<file path="src/rtl/spi_sram_master.sv">
// SPI mode-0 master for a 23A640-style serial SRAM: one 32-bit frame per byte request.
// Optional macro SPI_SRAM_MASTER_ADDR_CHECK_EN rejects addresses outside the 8 KB array.
module spi_sram_master #(
  parameter int unsigned CLK_DIV    = 2,
  parameter int unsigned CS_GAP     = 2,
  parameter logic [7:0]  READ_INST  = 8'h03,
  parameter logic [7:0]  WRITE_INST = 8'h02
) (
  input  logic        clk,
  input  logic        rst,
  input  logic        req_valid,
  output logic        req_ready,
  input  logic        req_write,
  input  logic [15:0] req_addr,
  input  logic [7:0]  req_wdata,
  output logic        rsp_valid,
  output logic [7:0]  rsp_rdata,
  output logic        rsp_err,
  output logic        csb,
  output logic        sck,
  output logic        si,
  input  logic        so
);

  typedef enum logic [2:0] {IDLE, SHIFT, HOLD, GAP, ERR} state_t;

  state_t      state, state_nxt;
  logic [7:0]  div_cnt;
  logic [4:0]  bit_cnt;
  logic [31:0] frame, frame_in;
  logic        is_read;
  logic [7:0]  rx;
  logic        accept, div_tc, gap_tc, bad_addr;

  always_comb begin
    accept   = req_valid && req_ready;
    div_tc   = (div_cnt == 8'(CLK_DIV - 1));
    gap_tc   = (div_cnt == 8'(CS_GAP - 1));
    frame_in = {req_write ? WRITE_INST : READ_INST, req_addr, req_write ? req_wdata : 8'h00};
`ifdef SPI_SRAM_MASTER_ADDR_CHECK_EN
    bad_addr = (req_addr[15:13] != 3'd0);
`else
    bad_addr = 1'b0;
`endif
    state_nxt = state;
    case (state)
      IDLE:    if (accept) state_nxt = bad_addr ? ERR : SHIFT;
      SHIFT:   if (div_tc && sck && bit_cnt == 5'd31) state_nxt = HOLD;
      HOLD:    if (div_tc) state_nxt = GAP;
      GAP:     if (gap_tc) state_nxt = IDLE;
      ERR:     if (div_cnt == 8'd1) state_nxt = GAP;
      default: state_nxt = IDLE;
    endcase
  end

  always_ff @(posedge clk) begin
    if (!rst) state <= IDLE;
    else      state <= state_nxt;
  end

  always_ff @(posedge clk) begin
    if (!rst) begin
      req_ready <= 1'b0;
      csb       <= 1'b1;
      sck       <= 1'b0;
      si        <= 1'b0;
      rsp_valid <= 1'b0;
      rsp_rdata <= 8'h00;
      rsp_err   <= 1'b0;
      div_cnt   <= '0;
      bit_cnt   <= '0;
      frame     <= '0;
      is_read   <= 1'b0;
      rx        <= 8'h00;
    end else begin
      rsp_valid <= 1'b0;
      // one counter serves half-periods, HOLD, GAP and the error delay; it restarts on every state change
      if (state_nxt != state || state == IDLE || (state == SHIFT && div_tc)) div_cnt <= '0;
      else div_cnt <= div_cnt + 8'd1;
      case (state)
        IDLE: begin
          req_ready <= !accept;
          if (accept) begin
            frame   <= frame_in;
            is_read <= !req_write;
            bit_cnt <= '0;
            rx      <= 8'h00;
            if (!bad_addr) begin
              csb <= 1'b0;
              si  <= frame_in[31];
            end
          end
        end
        SHIFT: if (div_tc) begin
          sck <= !sck;
          if (sck) begin
            // falling sck: sample so for the data byte, then present the next bit
            bit_cnt <= bit_cnt + 5'd1;
            frame   <= {frame[30:0], 1'b0};
            si      <= frame[30];
            if (is_read && bit_cnt >= 5'd24) rx <= {rx[6:0], so};
          end
        end
        HOLD: if (div_tc) begin
          csb       <= 1'b1;
          rsp_valid <= 1'b1;
          rsp_err   <= 1'b0;
          rsp_rdata <= is_read ? rx : 8'h00;
        end
        GAP: if (gap_tc) req_ready <= 1'b1;
`ifdef SPI_SRAM_MASTER_ADDR_CHECK_EN
        ERR: if (div_cnt == 8'd1) begin
          rsp_valid <= 1'b1;
          rsp_err   <= 1'b1;
          rsp_rdata <= 8'h00;
        end
`endif
        default: ;
      endcase
    end
  end

endmodule

</file>
<file path="config.mk">
export PLATFORM = sky130hd
export DESIGN_NAME = spi_sram_master
export DESIGN_NICKNAME = d
export VERILOG_FILES = /design/src/rtl/spi_sram_master.sv
export SDC_FILE = /design/constraint.sdc
export NUM_CORES = 1
export LEC_CHECK = 0
export ABC_CLOCK_PERIOD_IN_PS = 2710
export CELL_PAD_IN_SITES_DETAIL_PLACEMENT = 1
export CELL_PAD_IN_SITES_GLOBAL_PLACEMENT = 1
export CORE_MARGIN = 2
export CORE_UTILIZATION = 40
export CTS_CLUSTER_SIZE = 25
export DETAILED_ROUTE_END_ITERATION = 6
export GPL_ROUTABILITY_DRIVEN = 0
export GPL_TIMING_DRIVEN = 0
export PLACE_DENSITY = 0.82
export SYNTH_ARGS = -nofsm -noshare
export SYNTH_HDL_FRONTEND = slang
export SYNTH_SLANG_ARGS = --single-unit
</file>
<file path="constraint.sdc">
create_clock -name clk -period 2.71 [get_ports clk]
set_clock_uncertainty 0.2 [all_clocks]
set_input_delay 0.542 -clock clk [delete_from_list [all_inputs] [get_ports clk]]
set_output_delay 0.542 -clock clk [all_outputs]
set_load 0.01 [all_outputs]
</file>
Yosys cells after proc, flatten, opt, wreduce, memory -nomap -nowiden
Cells that the tools add are included.

cells by class
  add/subtract/negate cells = 2
  order comparisons = 1
  equal/unequal tests = 13
  muxes and demuxes = 30
  bitwise logic cells = 1
  reductions and logical operators = 24

operators with widths
  kind                                                                   number
  31-bit 2-to-1 mux                                                      3
  31-bit case mux with 2 select lines                                    1
  8-bit 2-to-1 mux                                                       6
  8-bit case mux with 2 select lines                                     1
  5-bit 2-to-1 mux                                                       3
  3-bit 2-to-1 mux                                                       4
  3-bit case mux with 4 select lines                                     1
  2-bit != test, second input constant                                   5
  5-bit case mux with 2 select lines                                     1
  2-bit AND reduction                                                    5
  8-bit by 1-bit adder with 8-bit output, second input constant          1
  8-bit by 1-bit equality test with 1-bit output, second input constant  1
  1-bit 2-to-1 mux                                                       7
  3-bit by 2-bit equality test with 1-bit output, second input constant  2
  1-bit case mux with 2 select lines                                     3
  2-bit nonzero test                                                     3
  5-bit by 1-bit adder with 5-bit output, second input constant          1
  5-bit equality test, second input constant                             1
  5-bit greater-or-equal comparator, second input constant               1
  1-bit logical AND                                                      5
  5-bit AND reduction                                                    1
  4-bit AND reduction                                                    1
  2-bit OR reduction                                                     2
  3-bit by 1-bit equality test with 1-bit output, second input constant  1
  other kinds (8)                                                        11

storage, ports and cells
  bits in registers = 69
  bits of input ports = 29
  output and inout bits = 14
  word-level logic and storage cells = 83

Longest topological paths before layout
Gate-level depths: netlist of run 1.

  word-level depth = 9
  depth in mapped cells = 8
  depth with buffers taken out = 6

Least setup slack after synthesis of run 1
OpenSTA, ideal clock, no wires.

  path type = flip-flop to flip-flop
  start = register div_cnt[0]
  end = register rx[0]
  library setup time = 72 ps
  arrival = 1646 ps
  data required time = 2438 ps
  slack = 792 ps
  stages on the path, launching flop included = 8
  buffers on the path = 2
  period minus slack after synthesis = 1918 ps
  cells stage by stage = dfxtp_1 > ha_1 > nor3b_1 > buf_2 > nand3_1 > a22oi_1 > buf_4 > mux2i_1

between the ends
  longest elaborated chain between the ends = 3

ends and longest elaborated chain
  item                                            line  source
  from (decl)                                     28    logic [7:0] div_cnt;
  from (signal assigned)                          79    else div_cnt <= div_cnt + 8'd1;
  8-bit by 1-bit equality test with 1-bit output  37    div_tc = (div_cnt == 8'(CLK_DIV - 1));
  2-bit != test (no source line)                  --
  5-bit AND reduction (no source line)            --
  to (signal assigned)                            101   if (is_read && bit_cnt >= 5'd24) rx <= {rx[6:0], so};
  to (decl)                                       32    logic [7:0] rx;

Every way passes these cells.
A chain may end at the register's enable or synchronous reset.

Worst setup path in the final report of run 1
  start = register div_cnt[0]
  end = register rx[6]

Same word-level chain as after synthesis.

==> results of run 1 <==
## worst max-delay path: cells and delay by family, from the launching register on
family | cells | cell delay, ns
compound gates | 1 | 0.22
fa+ha+maj | 1 | 0.18
buf+inv | 2 | 0.52
flops | 1 | 0.39
mux | 1 | 0.23
simple gates | 2 | 0.47
## registers in the layout (all words and copies together) (netlist names)
register   flops
bit_cnt        5
csb            1
div_cnt        8
frame         31
is_read        1
req_ready      1
rsp_rdata      8
rsp_valid      1
rx             8
sck            1
si             1
state          3
## stage by stage
step | power (mW) | area, um^2 | utilization [%] | setup slack, ns | hold WS, ns
after floorplan | 1.28 | 3180 | - | 0.792 | 0.234
after global placement | 1.38 | 3710 | 48.0 | 0.261 | 0.242
after detailed placement | 1.39 | 3710 | 48.0 | 0.226 | 0.248
after CTS | 2.25 | 3910 | 50.6 | 0.406 | 0.259
after global routing | 2.32 | 3910 | 50.6 | 0.273 | 0.271
final | 2.23 | 3910 | 50.6 | 0.418 | 0.256
## kinds of logic after synthesis
group / Yosys count
muxes: 29
other: 1
xor gates and xnor gates: 6
AOI/OAI and AO/OA: 62
buffers and inverters: 42
adders and majority gates: 4
DFF: 69
and+or+nand+nor: 136
## per-layer routing
metal,track usage [%],up-vias,wire [um]
met1,25.1,1384,3800
li1,-,1364,-
met5,0,-,0
met4,9.44,0,136
met2,35.8,43,4130
met3,3.22,14,271
## report_power, final
part	total, mW	internal (mW)	switching, mW
sequential	1.07	1.05	0.0218
clock	0.865	0.476	0.388
combinational	0.289	0.131	0.159
## worst max path at each step
stage / startpoint / end / slack, ns / cells after the start
finish: div_cnt[0] / rx[6] / 0.42 / 7
global route: div_cnt[0] / rx[6] / 0.27 / 7
CTS: div_cnt[0] / rx[6] / 0.41 / 7
detailed placement: req_valid / frame[6] / 0.23 / 5
global placement: req_valid / frame[6] / 0.26 / 5
floorplan: div_cnt[0] / rx[0] / 0.79 / 7
## layout by cell type (no fill, tap or decap), types with 3 or more instances in the layout
| master | netlist | layout |
|---|---|---|
| nor2_1 | 18 | 18 |
| nand2b_1 | 3 | 3 |
| nand3_1 | 35 | 35 |
| nor3_1 | 18 | 18 |
| a211oi_1 | 12 | 12 |
| clkbuf_8 | 0 | 11 |
| inv_1 | 10 | 10 |
| buf_4 | 6 | 6 |
| clkdlybuf4s50_1 | 0 | 40 |
| xor2_1 | 4 | 4 |
| a221oi_1 | 5 | 5 |
| a211oi_2 | 12 | 12 |
| ha_1 | 4 | 4 |
| buf_6 | 3 | 3 |
| dfxtp_1 | 69 | 69 |
| and3_1 | 5 | 5 |
| clkbuf_1 | 11 | 13 |
| mux2i_1 | 29 | 29 |
| a21oi_1 | 19 | 19 |
| nand2_1 | 32 | 32 |
| nand4_1 | 8 | 8 |
| buf_2 | 12 | 12 |
| o21ai_1 | 5 | 5 |
## area by class of cell
cell class              instances  area [um^2]
flip-flops and latches         69         1380
repair buffers                 40          400
multi-input cells             238         1580
fillers                       928         3820
clock buffers                  13          159
plain buffers                  32          180
well taps                     102          128
inverters                      10         37.5
clock inverters                 3         43.8
==> results.toml, run 1 <==
[yosys]
synth_edf_count = 0
synthTopCellsByCount = "69 x dfxtp_1, 35 x nand3_1, 32 x nand2_1"
synth_top_area_cell = "dfxtp_1"
async_flop_share_pct = 0
syn-instance-count = 349
synth_fp_nets = 382
ys_top_cells_by_area = "dfxtp_1 43%, mux2i_1 9.1%, nand3_1 5.5%"
synth_mux_area_share_pct = 9.13
synth_xor_area_share_pct = 1.65
synth_fa_ha_area_share_pct = 1.57
syn_area_um2 = 3180
synth_most_common_cell = "dfxtp_1"
synth_ff_type = "dfxtp_1"
synth_compound_area_share_pct = 15.5
yosys.area_share.simple_pct = 21.8
ys_seq_elements = 69
yosys_warnings = 0
synth_cell_types = 44
avgSynthCellArea_um2 = 9.11
synth.top_cell.area_share_pct = 43.4
synth_top_family_by_area = "simple AND/OR/NAND/NOR gates"
ys_seq_area_share_pct = 43.4

[floorplan]
die_w_um = 93.2
die_y_um = 93.2
start_util_pct = 41.1
coreArea_um2 = 7730
pin_count = 43
rows = 32
die-area_um2 = 8680

[cts]
insertion_delay_ns = 0.35
cts_buffers = 9
cts_hold_buf = 0
cts_setup_buffers = 0
clock_sinks = 69
cts.htree.levels = 3
clk_root_buffer_cell = "clkbuf_8"
post_cts_resized = 0
cts_tree = "yes"
clock_path_buffers = 2
clk_pin_slew_ns = 0.07

[timing]
rsz0062_at_grt = "false"
finalHoldViolCount = 0
setup_violations = 0
tightest_slew_ns = 0.684
fin_tns_setup_ns = 0
drv_slew = 0
fmaxAchievable_mhz = 436
slew_headroom_pct = 54.4
period_share_pct = 84.6
fin_crit_ns = 2.29

[min_path]
holdPathEnd = "rsp_rdata[3]"
hold_path_class = "register to register"
min_from = "rsp_rdata[3]"
min_path_cells = 2

[job]
maxCapViolations = 0

[setup_path]
rr_worst_depth = 7
ff2ff_setup_slack_ns = 0.42
cp_slowest_stage_delay_ns = 0.39
worstPathArrival_ns = 2.37
crit_path_top_delay_cell = "dfxtp_1"
crit_chain = "ha_1, nor3b_1, buf_2, nand3_1, a22oi_1, buf_4, mux2i_1"
worstSetupStartpointType = "register"
path_class = "register to register"
crit_path_end_kind = "register"
r2r_end = "rx[6]"
worstPathRequired_ns = 2.79
r2r-start = "div_cnt[0]"
crit_path_max_fanout = 10

[layout]
antenna_cells = 0
final-instance-count-excl-fill = 507
fin_nets = 433
syn2layout_area_growth_pct = 23.0
layout-drive-gt1-share_pct = 13.3

[route]
drt_pass1_iterations = 4
wl_um = 8340
drc = 0
final_antenna_net_count = 0
drt_iter0_drc = 73
num_vias = 2805
wire_per_inst_um = 16.5
via_per_inst = 5.53

[global_routing]
grt_pass1_wl_um = 14000
grt_max_degree = 12
antenna_found_initial = 0
grt_usage_pct = 20.6
first_global_vias = 2865
gr-total-overflow = 0

[placed_design]
dp_hpwl_um = 5860
portBuffers = 40
dp_cells = 491

[run_status]
status = "completed"

[power_and_ir_drop]
ir_drop_mv = 0.332
powerDensity_nw_per_um2 = 570
power.static_leakage_nw = 1.38
No activity file was read; power rests on OpenSTA's default activity.
==> run 2, diff against run 1 <==
ABC_CLOCK_PERIOD_IN_PS = 2100   (was 2710)
CORE_UTILIZATION = 37   (was 40)
PLACE_DENSITY = 0.8   (was 0.82)
clock period = 2.1 ns   (was 2.71 ns; I/O delays follow)
==> run 2 against run 1 <==
Via count up 0.96%. Clock-buffer cell count fell by 4. Final cell count grew 1.4%.
==> results.toml, run 2 (same netlist as run 1, synthesis figures left out) <==
[timing]
setup_violations = 0
fin_crit_ns = 2.00
slew_headroom_pct = 56.0
tightest_slew_ns = 0.660
finalHoldViolCount = 0
drv_slew = 0
layout_setup_ws_ns = 0.0963
fmaxAchievable_mhz = 499
hold_slack_ns = 0.253
period_share_pct = 95.4

[floorplan]
coreArea_um2 = 8260
die_w_um = 96.7
start_util_pct = 38.5
rows = 33
pin_count = 43
die_y_um = 96.7
die-area_um2 = 9350

[power_and_ir_drop]
powerDensity_nw_per_um2 = 712
clockPowerShare_pct = 37.6
switching_share_pct = 26.9
ir_drop_mv = 0.307
seq_power_share_pct = 48.8
cellInternalPower_mw = 2.08
power.static_leakage_nw = 1.41
power_frac_comb_pct = 13.6
switchingPower_mw = 0.765

[placed_design]
portBuffers = 40
postPlaceCellArea_um2 = 3710
place_ws_ns = -0.238
dp_hpwl_um = 5790

[cts]
insertion_delay_ns = 0.35
cts_tree = "yes"
cts.htree.levels = 3
clk_root_buffer_cell = "clkbuf_8"
clk_pin_slew_ns = 0.07
cts_hold_buf = 0
clock_sinks = 69
cts_buffers = 9
clock_path_buffers = 2

[global_routing]
grt_pass1_wl_um = 14300
first_global_vias = 2892
antenna_found_initial = 0
gr-total-overflow = 0
grt_usage_pct = 19.0
grt_max_degree = 13

[layout]
regArea_um2 = 1390
multi_input_area_um2 = 1620
syn2layout_area_growth_pct = 25.5
fill_cells = 976
layout-drive-gt1-share_pct = 17.1
fin_area_um2 = 3990
final_common_cell = "dfxtp_1"
fin_nets = 438
largest_reg_flops = 31
top_register = "frame"
antenna_cells = 0
layout.cells.most_common_list = "66 x dfxtp_1, 40 x clkdlybuf4s50_1, 34 x nand3_1"

[route]
drt_iter0_drc = 78
via_per_inst = 5.51
wl_um = 8640
final_antenna_net_count = 0
num_vias = 2832
wire_per_inst_um = 16.8
drc = 0
drt_pass1_iterations = 4

[setup_path]
worstPathRequired_ns = 2.14
worstPathArrival_ns = 2.05
worstSetupStartpointType = "register"
crit_path_end_kind = "register"
crit_path_max_fanout = 5
path_class = "register to register"

[run_status]
status = "completed"

[min_path]
hold_path_class = "register to register"

[job]
maxCapViolations = 0
[run 2: cell types whose count changed in the layout (fill, tap and decap cells not counted), moves of 2 or more]
cell	previous run	this run
buf_4	6	11
dfxtp_1	69	66
clkbuf_2	0	2
clkbuf_1	13	8
clkbuf_8	11	9
dfxtp_2	0	2
[run 2: path summary, 6_finish.rpt]
kind                            slack [ns]  depth (start not counted)        from    endpoint
worst max-delay path                   0.1                          7  div_cnt[0]    state[0]
worst min-delay path                  0.25                          1  div_cnt[0]  div_cnt[0]
worst max register to register         0.1                          7  div_cnt[0]    state[0]
worst min register to register        0.25                          1  div_cnt[0]  div_cnt[0]
[run 2: worst max-delay path: stages, from the launching register on]
cell	delay, ns
dfxtp_4	0.37
ha_2	0.17
nor3b_4	0.30
buf_4	0.17
buf_2	0.13
nand3_1	0.10
and3_1	0.19
o31a_1	0.26
[run 2: final cells by class]
type	instances	share of cell area, %
Sequential cell	69	34.8
Buffer	32	4.80
Multi-Input combinational cell	238	40.6
Clock buffer	9	3.10
Inverter	10	0.940
Tap cell	105	3.29
Clock inverter	6	1.63
Timing Repair Buffer	45	10.9
[run 2: layer usage]
layer | routed length [um] | track usage (%) | up-vias
met5 | 0 | 0 | -
met4 | 196 | 8.34 | 0
met3 | 317 | 4.12 | 14
met2 | 4280 | 31.9 | 68
met1 | 3850 | 23.4 | 1384
li1 | - | - | 1366
[run 2: power by group through the flow]
stage	Clock (mW)	Sequential, mW	Combinational, mW
finish	1.07	1.39	0.387
global route	1.16	1.39	0.424
CTS	1.10	1.39	0.381
detailed placement	0	1.42	0.373
global placement	0	1.41	0.365
floorplan	0	1.41	0.246
[run 2: per-stage QoR]
stage / power [mW] / instances / util (%) / setup TNS [ns]
2_1_floorplan: 1.65 / 349 / - / 0
4_1_cts: 2.87 / 511 / 47.5 / 0
6_report: 2.84 / 514 / 48.3 / 0
3_5_place_dp: 1.79 / 494 / 44.9 / -7.31
5_1_grt: 2.97 / 514 / 48.3 / -0.0788
3_3_place_gp: 1.78 / 494 / 44.9 / -4.96
[run 2: timing repair]
item	4_1_cts	5_1_grt
gates cloned	0	1
setup buffers	2	2
pin swaps	1	1
resized for setup	2	19
setup endpoints to repair	42	44
